File: src/rtl/mem_stage_lsu.sv
// MEM-stage load/store unit: runs byte/half/word accesses over a req/ready bus and stalls the pipe.
// Optional bus timeout enabled by defining LSU_TIMEOUT_EN.
module mem_stage_lsu #(
  parameter int unsigned TIMEOUT_CYCLES = 16
) (
  input  logic        clk,
  input  logic        rst_n,
  input  logic [3:0]  op_type,
  input  logic [31:0] alu_result,
  input  logic [4:0]  write_reg_address,
  input  logic [31:0] write_data,
  input  logic        mem_read,
  input  logic        mem_write,
  input  logic [1:0]  mem_size,
  input  logic        mem_unsigned,
  output logic [3:0]  op_type_next,
  output logic [31:0] read_data_next,
  output logic [31:0] alu_result_next,
  output logic [4:0]  write_reg_address_next,
  output logic        stall,
  output logic        mem_req,
  output logic        mem_we,
  output logic [31:0] mem_addr,
  output logic [31:0] mem_wdata,
  output logic [3:0]  mem_be,
  input  logic        mem_ready,
  input  logic [31:0] mem_rdata,
  output logic        misalign,
  output logic [31:0] bad_addr,
  output logic        bus_error
);

  typedef enum logic [1:0] {StIdle, StWait, StDone} state_e;

  state_e      state_q, state_d;
  logic        mem_req_q, mem_req_d;
  logic        mem_we_q, mem_we_d;
  logic [31:0] mem_addr_q, mem_addr_d;
  logic [31:0] mem_wdata_q, mem_wdata_d;
  logic [3:0]  mem_be_q, mem_be_d;
  logic        misalign_q, misalign_d;
  logic [31:0] bad_addr_q, bad_addr_d;
  logic [31:0] rdata_q, rdata_d;

  logic        is_mem, aligned, start, drop;
  logic [3:0]  st_be;
  logic [31:0] st_wdata;
  logic [7:0]  ld_byte;
  logic [15:0] ld_half;
  logic [31:0] ld_data;
  logic        timeout;
  logic        timed_out_q;

  always_comb begin
    is_mem = mem_read | mem_write;
    unique case (mem_size)
      2'd0:    aligned = 1'b1;
      2'd1:    aligned = ~alu_result[0];
      default: aligned = (alu_result[1:0] == 2'b00);
    endcase
    start = (state_q == StIdle) && is_mem && aligned;
    drop  = (state_q == StIdle) && is_mem && !aligned;
  end

  // Store lane steering, little-endian.
  always_comb begin
    unique case (mem_size)
      2'd0: begin
        st_be    = 4'b0001 << alu_result[1:0];
        st_wdata = {4{write_data[7:0]}};
      end
      2'd1: begin
        st_be    = alu_result[1] ? 4'b1100 : 4'b0011;
        st_wdata = {2{write_data[15:0]}};
      end
      default: begin
        st_be    = 4'b1111;
        st_wdata = write_data;
      end
    endcase
  end

  // Load formatting from the captured bus word; the instruction is still held on the inputs.
  always_comb begin
    unique case (alu_result[1:0])
      2'd0:    ld_byte = rdata_q[7:0];
      2'd1:    ld_byte = rdata_q[15:8];
      2'd2:    ld_byte = rdata_q[23:16];
      default: ld_byte = rdata_q[31:24];
    endcase
    ld_half = alu_result[1] ? rdata_q[31:16] : rdata_q[15:0];
    unique case (mem_size)
      2'd0:    ld_data = mem_unsigned ? {24'h0, ld_byte} : {{24{ld_byte[7]}}, ld_byte};
      2'd1:    ld_data = mem_unsigned ? {16'h0, ld_half} : {{16{ld_half[15]}}, ld_half};
      default: ld_data = rdata_q;
    endcase
  end

`ifdef LSU_TIMEOUT_EN
  localparam int unsigned CntW = $clog2(TIMEOUT_CYCLES + 1);

  logic [CntW-1:0] cnt_q, cnt_d;
  logic            timed_out_d;
  logic            bus_error_q, bus_error_d;

  always_comb begin
    // Counter is zero on entry to WAIT and counts completed WAIT cycles.
    cnt_d       = (state_q == StWait) ? cnt_q + 1'b1 : '0;
    timeout     = (state_q == StWait) && !mem_ready && (cnt_q == CntW'(TIMEOUT_CYCLES - 1));
    bus_error_d = timeout;
    timed_out_d = timeout ? 1'b1 : ((state_q == StDone) ? 1'b0 : timed_out_q);
  end

  always_ff @(posedge clk or negedge rst_n) begin
    if (!rst_n) begin
      cnt_q       <= '0;
      timed_out_q <= 1'b0;
      bus_error_q <= 1'b0;
    end else begin
      cnt_q       <= cnt_d;
      timed_out_q <= timed_out_d;
      bus_error_q <= bus_error_d;
    end
  end

  assign bus_error = bus_error_q;
`else
  assign timeout     = 1'b0;
  assign timed_out_q = 1'b0;
  assign bus_error   = 1'b0;
`endif

  // State register and registered bus/status outputs.
  always_ff @(posedge clk or negedge rst_n) begin
    if (!rst_n) begin
      state_q     <= StIdle;
      mem_req_q   <= 1'b0;
      mem_we_q    <= 1'b0;
      mem_addr_q  <= '0;
      mem_wdata_q <= '0;
      mem_be_q    <= '0;
      misalign_q  <= 1'b0;
      bad_addr_q  <= '0;
      rdata_q     <= '0;
    end else begin
      state_q     <= state_d;
      mem_req_q   <= mem_req_d;
      mem_we_q    <= mem_we_d;
      mem_addr_q  <= mem_addr_d;
      mem_wdata_q <= mem_wdata_d;
      mem_be_q    <= mem_be_d;
      misalign_q  <= misalign_d;
      bad_addr_q  <= bad_addr_d;
      rdata_q     <= rdata_d;
    end
  end

  // Next-state logic.
  always_comb begin
    state_d     = state_q;
    mem_req_d   = mem_req_q;
    mem_we_d    = mem_we_q;
    mem_addr_d  = mem_addr_q;
    mem_wdata_d = mem_wdata_q;
    mem_be_d    = mem_be_q;
    misalign_d  = 1'b0;
    bad_addr_d  = bad_addr_q;
    rdata_d     = rdata_q;
    unique case (state_q)
      StIdle: begin
        if (start) begin
          state_d     = StWait;
          mem_req_d   = 1'b1;
          mem_we_d    = mem_write;
          mem_addr_d  = {alu_result[31:2], 2'b00};
          mem_be_d    = st_be;
          mem_wdata_d = st_wdata;
        end else if (drop) begin
          misalign_d = 1'b1;
          bad_addr_d = alu_result;
        end
      end
      StWait: begin
        if (mem_ready) begin
          state_d   = StDone;
          mem_req_d = 1'b0;
          mem_we_d  = 1'b0;
          mem_be_d  = '0;
          rdata_d   = mem_rdata;
        end else if (timeout) begin
          state_d    = StDone;
          mem_req_d  = 1'b0;
          mem_we_d   = 1'b0;
          mem_be_d   = '0;
          bad_addr_d = alu_result;
        end
      end
      StDone:  state_d = StIdle;
      default: state_d = StIdle;
    endcase
  end

  // Outputs to MEM2WB and the pipeline stall.
  always_comb begin
    op_type_next           = op_type;
    alu_result_next        = alu_result;
    write_reg_address_next = write_reg_address;
    read_data_next         = '0;
    stall                  = 1'b0;
    unique case (state_q)
      StIdle: begin
        if (drop) begin
          op_type_next           = '0;
          write_reg_address_next = '0;
        end
        stall = start;
      end
      StWait: stall = 1'b1;
      StDone: begin
        if (timed_out_q) begin
          op_type_next           = '0;
          write_reg_address_next = '0;
        end else if (mem_read) begin
          read_data_next = ld_data;
        end
      end
      default: stall = 1'b0;
    endcase
  end

  assign mem_req   = mem_req_q;
  assign mem_we    = mem_we_q;
  assign mem_addr  = mem_addr_q;
  assign mem_wdata = mem_wdata_q;
  assign mem_be    = mem_be_q;
  assign misalign  = misalign_q;
  assign bad_addr  = bad_addr_q;

endmodule

File: config.mk
export PLATFORM = sky130hd
export DESIGN_NAME = mem_stage_lsu
export DESIGN_NICKNAME = d
export VERILOG_FILES = /design/src/rtl/mem_stage_lsu.sv
export SDC_FILE = /design/constraint.sdc
export NUM_CORES = 1
export LEC_CHECK = 0
export CORE_UTILIZATION = 35
export CTS_CLUSTER_SIZE = 20
export DETAILED_ROUTE_END_ITERATION = 7
export PLACE_DENSITY = 0.65
export RECOVER_POWER = 25
export SYNTH_ARGS = -nofsm -noshare
export SYNTH_HDL_FRONTEND = slang
export SYNTH_SLANG_ARGS = --single-unit
File: constraint.sdc
create_clock -name clk -period 2.4 [get_ports clk]
set_input_delay 0.36 -clock clk [delete_from_list [all_inputs] [get_ports clk]]
set_output_delay 0.36 -clock clk [all_outputs]
set_load 0.02 [all_outputs]
Yosys cells after proc, flatten, opt, wreduce, memory -nomap -nowiden

Cells that the tools add are included.

Equal/unequal tests: 7
Shifts and indexed selects: 1
Mux-type cells: 30
Bitwise gates (word level): 3
Reductions and logical operators: 13

Operators by type and width:

| operator            | number |
|---|---|
| $mux 32             | 4 |
| $pmux 32 s2         | 2 |
| $pmux 8 s3          | 1 |
| $mux 4              | 5 |
| $mux 16             | 1 |
| $pmux 4 s2          | 2 |
| $mux 5              | 2 |
| $pmux 1 s2          | 4 |
| $eq 2x1->1 const B  | 3 |
| $logic_not 2->1     | 3 |
| $mux 1              | 6 |
| $reduce_and 2->1    | 3 |
| $reduce_and 3->1    | 2 |
| $eq 2x2->1 const B  | 2 |
| $mux 2              | 2 |
| $ne 2x2->1 const B  | 2 |
| $pmux 2 s2          | 1 |
| $shl 1x2->4 const A | 1 |
| $logic_and 1x1->1   | 3 |
| $not 1->1           | 2 |
| $reduce_bool 2->1   | 1 |
| $logic_not 1->1     | 1 |
| $or 1x1->1          | 1 |

Register bits after elaboration: 135
Input port bits: 113
Logic and storage cells: 63

Depth between registers and ports, before layout

Gate-level depths: netlist of run 1.

Word-level depth: 7
Gate-level depth with buffers: 8
Depth with buffers taken out: 4

Worst setup path after synthesis of run 1

Ideal clock, no wire load.

Path kind: input port to output port
From: input mem_size[1]
To: output read_data_next[20]
Data arrival time: 1707 ps
Slack: 333 ps
Stages on the path: 6
Buffers on the path: 2
Path through: buf_2 > nor3b_4 > a22oi_2 > a2111o_1 > buf_2 > nand2_1

Cells in the longest elaborated chain, start to end: 4

RTL lines:

| what                                          | line | RTL |
|---|---|---|
| from (decl)                                   | 14   | `input logic [1:0] mem_size,` |
| $eq 2x1->1 or $logic_not 2->1 (tied branches) | 92   | `unique case (mem_size)` |
| $pmux 32 s2 (*)                               | 92   |  |
| $mux 32 (*)                                   | 223  | `end else if (mem_read) begin` |
| $mux 32 (*)                                   | 210  | `unique case (state_q)` |
| to (decl)                                     | 17   | `output logic [31:0] read_data_next,` |

Mark *: on every way between the ends. The rest lies on a longest branch, timed or not.

Worst setup path in the final report of run 1

From: input mem_size[0]
To: output read_data_next[0]

Same word-level chain as after synthesis.

==> impl_metrics.csv, run 1 <==
group,metric,value,unit
clock_network,clock_sinks,135,
global_route,antenna_found_initial,0,
synthesis,synth-edff-count,0,
sta,fmax,436,MHz
setup_path,path_class,"in -> out",
routing,viasPerCell,4.71,
cells_and_area,finalNonFillerCells,1142,
routing,drc,100,
floorplanning,core,18100,µm²
setup_path,critPathArrivalTime,1.93,ns
floorplanning,rows,49,
synthesis,ys_seq_elements,135,
placement,io_buffers,287,
floorplanning,io-pin-count,291,
setup_path,ff2ff_path_depth,6,
pwr,power,0.0119,W
routing,wirelength,18900,µm
setup_path,worst_setup_path_start_kind,"input pin",
synthesis,avgSynthCellArea,10.8,µm²
setup_path,r2r_end,"bad_addr[31]",
clock_network,cts_buffer_depth,2,
run,cap_violations,1,
pwr,peakVddDrop,0.491,mV
clock_network,cts_made_buffers,17,
setup_path,rrSetupSlack,0.57,ns
synthesis,yosysSeqAreaShare,51.8,%
synthesis,syn_area,6520,µm²
setup_path,max_stage_delay,0.31,ns
placement,place_congestion,0.875,
cells_and_area,fillers,1658,
pwr,p_per_area,1170,nW/µm²
sta,relSlewSlack,0.796,%
synthesis,synthFlopType,"dfrtp_1",
synthesis,async_flop_share,100,%
sta,final.setup.worst_slack,0.109,ns
synthesis,ys_warn_count,0,
setup_path,rr_startpoint,"state_q[1]",
setup_path,cpMaxStageDelayCell,"dlygate4sd2_1",
pwr,cellLeakagePower,4.86,nW
floorplanning,dieArea,19200,µm²
sta,timing.final.max_slew_violations,0,
placement,post-place-ws,-0.599,ns
clock_network,clk_latency,0.41,ns
clock_network,cts_tree,"built",
global_route,grt_pass1_wl,30400,µm
setup_path,critPathRequiredTime,2.04,ns
routing,dr.pass1.iters,7,
setup_path,critical_path_depth,8,
floorplanning,die_y,139,µm
setup_path,cp-end-kind,"primary output",
sta,fin_crit,2.29,ns
setup_path,critPathTopFamily,"buffers and inverters",
setup_path,critPathMostFrequentCell,"buf_4",
clock_network,clockRootBuffer,"clkbuf_16",
synthesis,yosys.cell_types.count,34,
floorplanning,dieWidth,139,µm
routing,wl_per_cell,16.6,µm
synthesis,synth_most_common_cell,"nand2_1",
cells_and_area,regArea,3380,µm²
min_path,holdPathEnd,"rdata_q[3]",
setup_path,path_cells,"dlygate4sd2_1 -> buf_4 -> nor2b_4 -> o21ai_1 -> buf_4 -> a222oi_1 -> nor2_1 -> clkdlybuf4s15_1",
setup_path,crit_buf_inv,4,
global_route,grt_pass1_vias,5322,
cells_and_area,multi_input_area,2690,µm²
synthesis,synthCells,604,
min_path,worstHoldPathType,"in -> reg",
placement,post-place-cells,1107,
clock_network,htree_num_levels,4,
run_status,status,"finished with violations",
sta,tightest_slew,1.49,ns
synthesis,yosysTopAreaCellShare,51.8,%
clock_network,path_clk_slew,0.06,ns
global_route,grt_usage,20.4,%
run_status,violations,"design-rule violations, max-capacitance violations",
synthesis,yosysTopAreaCell,"dfrtp_1",
cells_and_area,areaGrowthSynthToFinish,55.8,%
synthesis,yosys-top-cells-area,"dfrtp_1, nand2_1, mux2_4",
placement,hpwl,14000,µm
sta,tns,0,ns
synthesis,yosys-top-cells-count,"nand2_1, dfrtp_1, buf_4, mux2_2, mux2_4",
routing,first_iter_violations,320,
sta,finClkSkew,0.00702,ns
min_path,hp-start,"mem_rdata[3]",
sta,setup_viol,0,
sta,hold_viol_final,0,
cells_and_area,drive_gt1_share,23.0,%
routing,ant_nets,0,
min_path,holdPathStages,3,
global_route,grt_max_degree,58,
routing,vias,5379,
global_route,grt_overflow,0,
cells_and_area,final_nets,1013,
sta,period_share,95.5,%
sta,rsz0062_at_grt,"false",
setup_path,path_max_fanout,8,
floorplanning,initial_core_util,36.1,%
[kinds of logic after synthesis]
kind of cell,synth area share (%)
AO/OA/AOI/OAI,7.27
other,0.0575
flip-flops,51.8
buffers and inverters,7.44
multiplexers,19.5
AND/OR/NAND/NOR,13.9
[layout by cell type, fill, tap and decap left out, types with 6 or more instances in the layout]
cell / instances
a222oi_1: 7
clkbuf_16: 17
buf_4: 48
clkdlybuf4s50_1: 240
o21ai_1: 18
nand2_1: 164
nand3_1: 6
clkbuf_2: 23
a21oi_1: 14
mux2i_1: 24
nor2_1: 20
buf_2: 15
mux2_4: 39
dlygate4sd2_1: 8
o21ai_0: 14
dfrtp_1: 135
o22ai_1: 7
nor2b_1: 10
mux2_2: 38
o211a_1: 8
[sequential cells by signal, summed over array words and instances, names as in the netlist]
register,flops
bad_addr,32
mem_addr,30
mem_be,4
mem_req,1
mem_wdata,32
mem_we,1
misalign,1
rdata_q,32
state_q,2
[through the flow]
step                hold WS [ns]  util, %  area [µm²]
finish                     0.471     56.2       10200
global route               0.473     56.2       10200
CTS                        0.450     57.1       10300
detailed placement         0.376     53.7        9710
global placement           0.374     53.7        9710
floorplan                 0.0644        -        6530
[metal layers]
metal / global-route usage, % / wire (µm)
met5: 0 / 0
met4: 6.27 / 318
met2: 33.5 / 9090
met1: 25.7 / 7880
met3: 6.30 / 1610
[power by group]
group	internal, W	total [W]	switching (W)
Combinational	0.00273	0.00521	0.00248
Clock	0.00166	0.00265	0.000984
Sequential	0.00332	0.00400	0.000671
[how the worst max path moves through the flow]
stage,from,to,slack (ns)
6_report,mem_size[0],read_data_next[0],0.11
3_5_place_dp,mem_size[1],read_data_next[0],-0.60
2_1_floorplan,mem_size[1],read_data_next[20],0.33
4_1_cts,rdata_q[23],read_data_next[29],0.001
5_1_grt,alu_result[0],op_type_next[1],0.007
3_3_place_gp,mem_size[1],read_data_next[0],-0.55
[area by class of cell]
cell class / instances / share of cell area, %
Multi-Input combinational cell: 395 / 26.5
Inverter: 5 / 0.185
Clock buffer: 20 / 4.39
Tap cell: 229 / 2.82
Sequential cell: 135 / 33.2
Clock inverter: 11 / 1.46
Timing Repair Buffer: 346 / 31.4
Antenna cell: 1 / 0.0246
[worst reg2reg max path, stage by stage, from the launching register on]
cell     delay [ns]
dfrtp_1        0.37
buf_4          0.16
nor4_4         0.26
buf_4          0.20
buf_4          0.14
buf_12         0.20
mux2_2         0.38
[timing repair]
item	in CTS	in global routing
endpoints found under the setup margin	42	36
pin swaps	1	3
setup buffers	2	0
hold buffers	1	0
gates resized for setup	93	51
hold endpoints to repair	53	0
Note: power is estimated with default switching activity, not from simulation.
==> run 2: changes to the inputs <==
--- a/config.mk
+++ b/config.mk
@@ -5,10 +5,10 @@
 export SDC_FILE = /design/constraint.sdc
 export NUM_CORES = 1
 export LEC_CHECK = 0
-export CORE_UTILIZATION = 35
+export CORE_UTILIZATION = 40
 export CTS_CLUSTER_SIZE = 20
 export DETAILED_ROUTE_END_ITERATION = 7
-export PLACE_DENSITY = 0.65
+export PLACE_DENSITY = 0.73
 export RECOVER_POWER = 25
 export SYNTH_ARGS = -nofsm -noshare
 export SYNTH_HDL_FRONTEND = slang
==> run 2 against run 1 <==
  * The run now ends clean
  * Fmax decreased by 1.9%
  * Highest routed layer unchanged
  * Final cell count decreased by 2.0%
  * Via count increased by 3.1%
  * Flip-flop and latch count unchanged
==> impl_metrics.csv, run 2 (same netlist as run 1, synthesis figures left out) <==
group,metric,value,unit
global_route,grtUsageMet2,40.5,%
routing,vias,5546,
sta,hold_viol_final,0,
sta,timing.final.max_slew_violations,0,
floorplanning,io-pin-count,291,
global_route,antenna_found_initial,0,
cells_and_area,final_cell_mix,"clkdlybuf4s50_1, nand2_1, dfrtp_1",
run,cap_violations,0,
cells_and_area,final_nets,1004,
setup_path,critPathRequiredTime,2.04,ns
clock_network,cts_made_buffers,17,
cells_and_area,diodes,0,
placement,hpwl,14600,µm
routing,viasPerCell,4.96,
setup_path,path_cells,"mux2_4 -> nand3_2 -> a2111o_1 -> buf_8 -> nand2_2 -> buf_6",
setup_path,path_max_fanout,8,
cells_and_area,fillers,1271,
sta,fmax,428,MHz
clock_network,cts_buffer_depth,2,
pwr,power,0.0122,W
cells_and_area,drive_gt1_share,24.6,%
placement,post-place-cells,1079,
floorplanning,rows,46,
clock_network,clk_latency,0.41,ns
pwr,p_per_area,1180,nW/µm²
routing,ant_nets,0,
run_status,status,"complete, no violations",
global_route,grt_busiest_layer,"met2",
global_route,gr-usage-met1,27.8,%
pwr,switchingPower,0.00420,W
global_route,grt_pass1_wl,30200,µm
setup_path,worst_setup_path_start_kind,"flip-flop",
floorplanning,dieArea,16800,µm²
sta,relSlewSlack,36.2,%
placement,io_buffers,287,
pwr,swShare,34.5,%
global_route,grt_overflow,0,
pwr,pwr-share-clk,23.9,%
clock_network,path_clk_slew,0.06,ns
clock_network,cts_tree,"built",
sta,fin_crit,2.34,ns
sta,period_share,97.4,%
pwr,combPwrFrac,42.6,%
global_route,grt_usage,23.8,%
setup_path,crit_buf_inv,2,
clock_network,htree_num_levels,4,
clock_network,clock_sinks,135,
global_route,grt_max_degree,75,
setup_path,critPathArrivalTime,1.98,ns
pwr,cellLeakagePower,4.83,nW
pwr,p_int,0.00795,W
sta,setup_viol,0,
setup_path,critPathTopFamily,"compound AO/OA/AOI/OAI gates",
routing,drc,0,
setup_path,cpMaxStageDelayCell,"a2111o_1",
clock_network,clockRootBuffer,"clkbuf_16",
floorplanning,core,15900,µm²
floorplanning,dieWidth,130,µm
pwr,power_frac_seq,33.5,%
sta,finClkSkew,0.00544,ns
cells_and_area,regArea,3380,µm²
setup_path,max_stage_delay,0.51,ns
floorplanning,die_y,130,µm
cells_and_area,areaGrowthSynthToFinish,58.0,%
placement,place_congestion,0.927,
routing,first_iter_violations,313,
global_route,gr-usage-met3,6.85,%
cells_and_area,multi_input_area,2760,µm²
routing,dr.pass1.iters,5,
routing,wirelength,19900,µm
routing,wl_per_cell,17.7,µm
min_path,worstHoldPathType,"in -> reg",
setup_path,path_class,"reg -> out",
floorplanning,initial_core_util,41.1,%
setup_path,cp-end-kind,"primary output",
sta,rsz0062_at_grt,"false",
cells_and_area,final_common_cell,"clkdlybuf4s50_1",
cells_and_area,finalNonFillerCells,1119,
sta,tightest_slew,0.957,ns
pwr,peakVddDrop,0.580,mV
global_route,grt_pass1_vias,5604,
==> run 2: cell count changes in the layout (fill, tap and decap cells not counted), sizes merged <==
cell           delta
buf               +6
bufinv            +3
clkbuf           -20
clkdlybuf4s15     +7
clkinv            -3
clkinvlp          +4
diode             -1
dlygate4sd2       -4
inv               -2
==> run 2: worst reg2reg max path, stage by stage, from the launching register on <==
cell,delay (ns)
dfrtp_1,0.38
clkbuf_1,0.16
nor4_4,0.34
buf_4,0.20
buf_4,0.42
mux2_2,0.40
==> run 2: timing repair <==
| item | CTS | global route |
|---|---|---|
| gates resized for setup | 202 | 15 |
| hold endpoints to repair | 36 | 0 |
| cloned | 2 | 0 |
| hold buffers | 1 | 0 |
| buffers inserted | 5 | 2 |
| endpoints found under the setup margin | 74 | 28 |
| pin swaps | 6 | 4 |
==> run 2: worst paths after layout <==
| path | start | end | slack [ns] | cells after the start |
|---|---|---|---|---|
| worst max-delay path | rdata_q[15] | read_data_next[30] | 0.06 | 6 |
| worst min-delay path | alu_result[1] | bad_addr[1] | 0.40 | 3 |
| worst max register to register | state_q[1] | bad_addr[5] | 0.38 | 5 |
| worst min register to register | mem_wdata[10] | mem_wdata[10] | 0.48 | 2 |
| max in group asynchronous | rst_n | rdata_q[22] | 0.59 | 3 |
| min in group asynchronous | rst_n | bad_addr[29] | 0.63 | 2 |
==> run 2: layout make-up <==
cell class              instances  share of cell area (%)
well taps                     216                    2.62
flip-flops and latches        135                    32.8
inverters                       5                   0.182
repair buffers                337                    31.3
multi-input cells             395                    26.7
clock inverters                13                    2.22
clock buffers                  18                    4.16
==> run 2: stage by stage <==
stage | instance area, µm² | hold WS (ns) | TNS (ns) | worst slack (ns) | utilization (%)
detailed placement | 9570 | 0.287 | -48.23 | -0.698 | 60.2
global placement | 9570 | 0.274 | -42.97 | -0.642 | 60.2
global route | 10300 | 0.413 | 0 | 0.000187 | 64.9
floorplan | 6530 | 0.0644 | 0 | 0.333 | -
finish | 10300 | 0.396 | 0 | 0.0632 | 64.9
CTS | 10300 | 0.414 | 0 | 0.0153 | 64.8
==> run 2: layer usage <==
| metal | wire length (µm) | vias up |
|---|---|---|
| met2 | 9780 | 286 |
| met1 | 7780 | 2645 |
| met5 | 0 | - |
| li1 | - | 2572 |
| met4 | 639 | 0 |
| met3 | 1660 | 43 |
==> run 2: power by group through the flow <==
stage / sequential [W] / combinational [W] / clock [W]
6_report: 0.00407 / 0.00517 / 0.00291
5_1_grt: 0.00418 / 0.00549 / 0.00306
4_1_cts: 0.00407 / 0.00522 / 0.00295
3_5_place_dp: 0.00409 / 0.00519 / 0
3_3_place_gp: 0.00404 / 0.00508 / 0
2_1_floorplan: 0.00488 / 0.00177 / 0
==> run 3: changes to the inputs <==
--- a/config.mk
+++ b/config.mk
@@ -8,8 +8,10 @@
 export CORE_UTILIZATION = 40
 export CTS_CLUSTER_SIZE = 20
 export DETAILED_ROUTE_END_ITERATION = 7
-export PLACE_DENSITY = 0.73
+export DONT_BUFFER_PORTS = 1
+export PLACE_DENSITY = 0.5
 export RECOVER_POWER = 25
+export SLEW_MARGIN = 30
 export SYNTH_ARGS = -nofsm -noshare
 export SYNTH_HDL_FRONTEND = slang
 export SYNTH_SLANG_ARGS = --single-unit
==> constraint.sdc (replaced) <==
create_clock -name clk -period 2.6 [get_ports clk]
set_input_delay 0.39 -clock clk [delete_from_list [all_inputs] [get_ports clk]]
set_output_delay 0.39 -clock clk [all_outputs]
set_load 0.02 [all_outputs]
==> run 3 against run 2 <==
  * The run now ends with negative hold slack left
  * Clock skew increased by 0.0015 ns
  * Register-to-register slack better by 0.43 ns
  * Highest routed layer unchanged
  * First-iteration DRC count down 29%
  * Final cell count decreased by 29%
  * Global-route usage decreased by 4.7 points
  * Critical path depth down 2
  * Clock power decreased by 8.2%
  * Non-clock buffer count decreased by 325
==> impl_metrics.csv, run 3 (same netlist as run 1, synthesis figures left out) <==
group,metric,value,unit
sta,whs,-0.327,ns
clock_network,cts_tree,"built",
min_path,worstHoldPathType,"in -> async",
cells_and_area,areaGrowthSynthToFinish,8.61,%
floorplanning,dieWidth,130,µm
floorplanning,rows,46,
clock_network,htree_num_levels,4,
sta,fmax,417,MHz
setup_path,rr_startpoint,"state_q[0]",
routing,dr.pass1.iters,6,
setup_path,cp-end-kind,"primary output",
sta,setup_viol,0,
clock_network,clock_sinks,135,
setup_path,setup.worst_path.start,"rdata_q[15]",
clock_network,path_clk_slew,0.06,ns
setup_path,crit_buf_inv,0,
cells_and_area,drive_gt1_share,22.3,%
run_status,status,"finished with violations",
floorplanning,dieArea,16800,µm²
global_route,grt_overflow,0,
sta,fin_crit,2.40,ns
cells_and_area,regArea,3380,µm²
global_route,grt_pass1_vias,4225,
clock_network,clk_latency,0.41,ns
floorplanning,die_y,130,µm
run_status,violations,"negative hold slack",
placement,hpwl,11200,µm
sta,hold_viol_final,135,
routing,wl_per_cell,20.4,µm
sta,tightest_slew,0.779,ns
pwr,cellLeakagePower,3.45,nW
clock_network,post_cts_buffers,0,
cells_and_area,diodes,0,
sta,finClkSkew,0.00695,ns
routing,ant_nets,0,
setup_path,critPathRequiredTime,2.21,ns
sta,timing.final.max_slew_violations,0,
clock_network,cts_made_buffers,17,
routing,wirelength,16200,µm
floorplanning,core,15900,µm²
cells_and_area,fillers,1532,
routing,first_iter_violations,223,
clock_network,clockRootBuffer,"clkbuf_16",
floorplanning,initial_core_util,41.1,%
cells_and_area,final_nets,679,
setup_path,path_max_fanout,16,
setup_path,path_class,"reg -> out",
setup_path,max_stage_delay,0.66,ns
global_route,grt_pass1_wl,24000,µm
setup_path,path_cells,"mux2_2 -> nand3_1 -> a2111o_2 -> nand2_1",
cells_and_area,final_common_cell,"nand2_1",
global_route,grt_max_degree,136,
pwr,peakVddDrop,0.508,mV
setup_path,cpMaxStageDelayCell,"a2111o_2",
floorplanning,io-pin-count,291,
placement,place_congestion,0.786,
global_route,grt_usage,19.1,%
sta,relSlewSlack,48.0,%
setup_path,critPathArrivalTime,2.01,ns
routing,drc,0,
cells_and_area,multi_input_area,2670,µm²
pwr,power,0.00918,W
setup_path,worst_setup_path_start_kind,"flip-flop",
sta,rsz0062_at_grt,"false",
cells_and_area,final_cell_mix,"nand2_1, dfrtp_1, mux2_2",
sta,period_share,92.3,%
routing,viasPerCell,5.29,
pwr,p_per_area,1300,nW/µm²
clock_network,cts_buffer_depth,2,
run,cap_violations,0,
setup_path,critPathTopFamily,"compound AO/OA/AOI/OAI gates",
sta,tns,0,ns
global_route,antenna_found_initial,0,
routing,vias,4207,
placement,io_buffers,0,
==> run 3: cell types whose count changed in the layout (fill, tap and decap cells not counted), sizes merged, moves of 2 or more <==
cell,previous run,this run
buf,77,12
clkbuf,24,18
clkdlybuf4s15,9,0
clkdlybuf4s50,240,0
clkinvlp,4,2
dlygate4sd2,4,0
inv,5,8
==> run 3: cell type report <==
type / instances / area share (%)
clock buffers: 18 / 6.20
repair buffers: 12 / 1.27
inverters: 5 / 0.265
clock inverters: 14 / 3.09
flip-flops and latches: 135 / 47.7
multi-input cells: 395 / 37.7
well taps: 216 / 3.81
==> run 3: worst reg2reg max path, stage by stage, from the launching register on <==
cell      delay [ns]
dfrtp_1         0.45
a2111o_2        0.44
buf_4           0.36
mux2_4          0.43
==> run 3: where the power goes <==
part / total, W / switching [W] / internal, W / leakage [nW]
combinational: 0.00172 / 0.000753 / 0.000965 / 1.51
clock: 0.00267 / 0.000933 / 0.00174 / 0.317
sequential: 0.00479 / 0.00173 / 0.00306 / 1.62
total: 0.00918 / 0.00342 / 0.00576 / 3.45
==> run 3: path summary, 6_finish.rpt <==
path	slack, ns	cells after the start	to
setup / recovery	0.20	4	read_data_next[30]
hold / removal	-0.33	0	mem_wdata[31]
setup reg to reg	0.81	3	mem_wdata[6]
hold reg to reg	0.47	2	rdata_q[5]
max in group asynchronous	2.70	0	bad_addr[19]
min in group clk	0.08	2	rdata_q[12]
==> run 3: timing repair <==
action	4_1_cts	5_1_grt
gates resized for setup	0	1
hold endpoints to repair	135	135
setup endpoints to repair	0	16
==> run 3: routing by layer <==
metal / GRT usage, % / wire length, µm / up-vias
li1: - / - / 1916
met1: 23.4 / 6500 / 2065
met2: 30.4 / 7890 / 204
met3: 7.46 / 1550 / 22
met4: 7.32 / 293 / 0
met5: 0 / 0 / -
==> run 3: stage by stage <==
| step | hold slack, ns | instance area [µm²] | setup slack, ns | util [%] | cells |
|---|---|---|---|---|---|
| floorplan | 0.0944 | 6530 | 0.473 | - | 606 |
| global placement | 0.0969 | 6430 | 0.434 | 40.5 | 763 |
| detailed placement | 0.0970 | 6430 | 0.393 | 40.5 | 763 |
| CTS | -0.350 | 7080 | 0.0286 | 44.6 | 795 |
| global route | -0.359 | 7090 | 0.0847 | 44.6 | 795 |
| finish | -0.327 | 7090 | 0.201 | 44.6 | 795 |
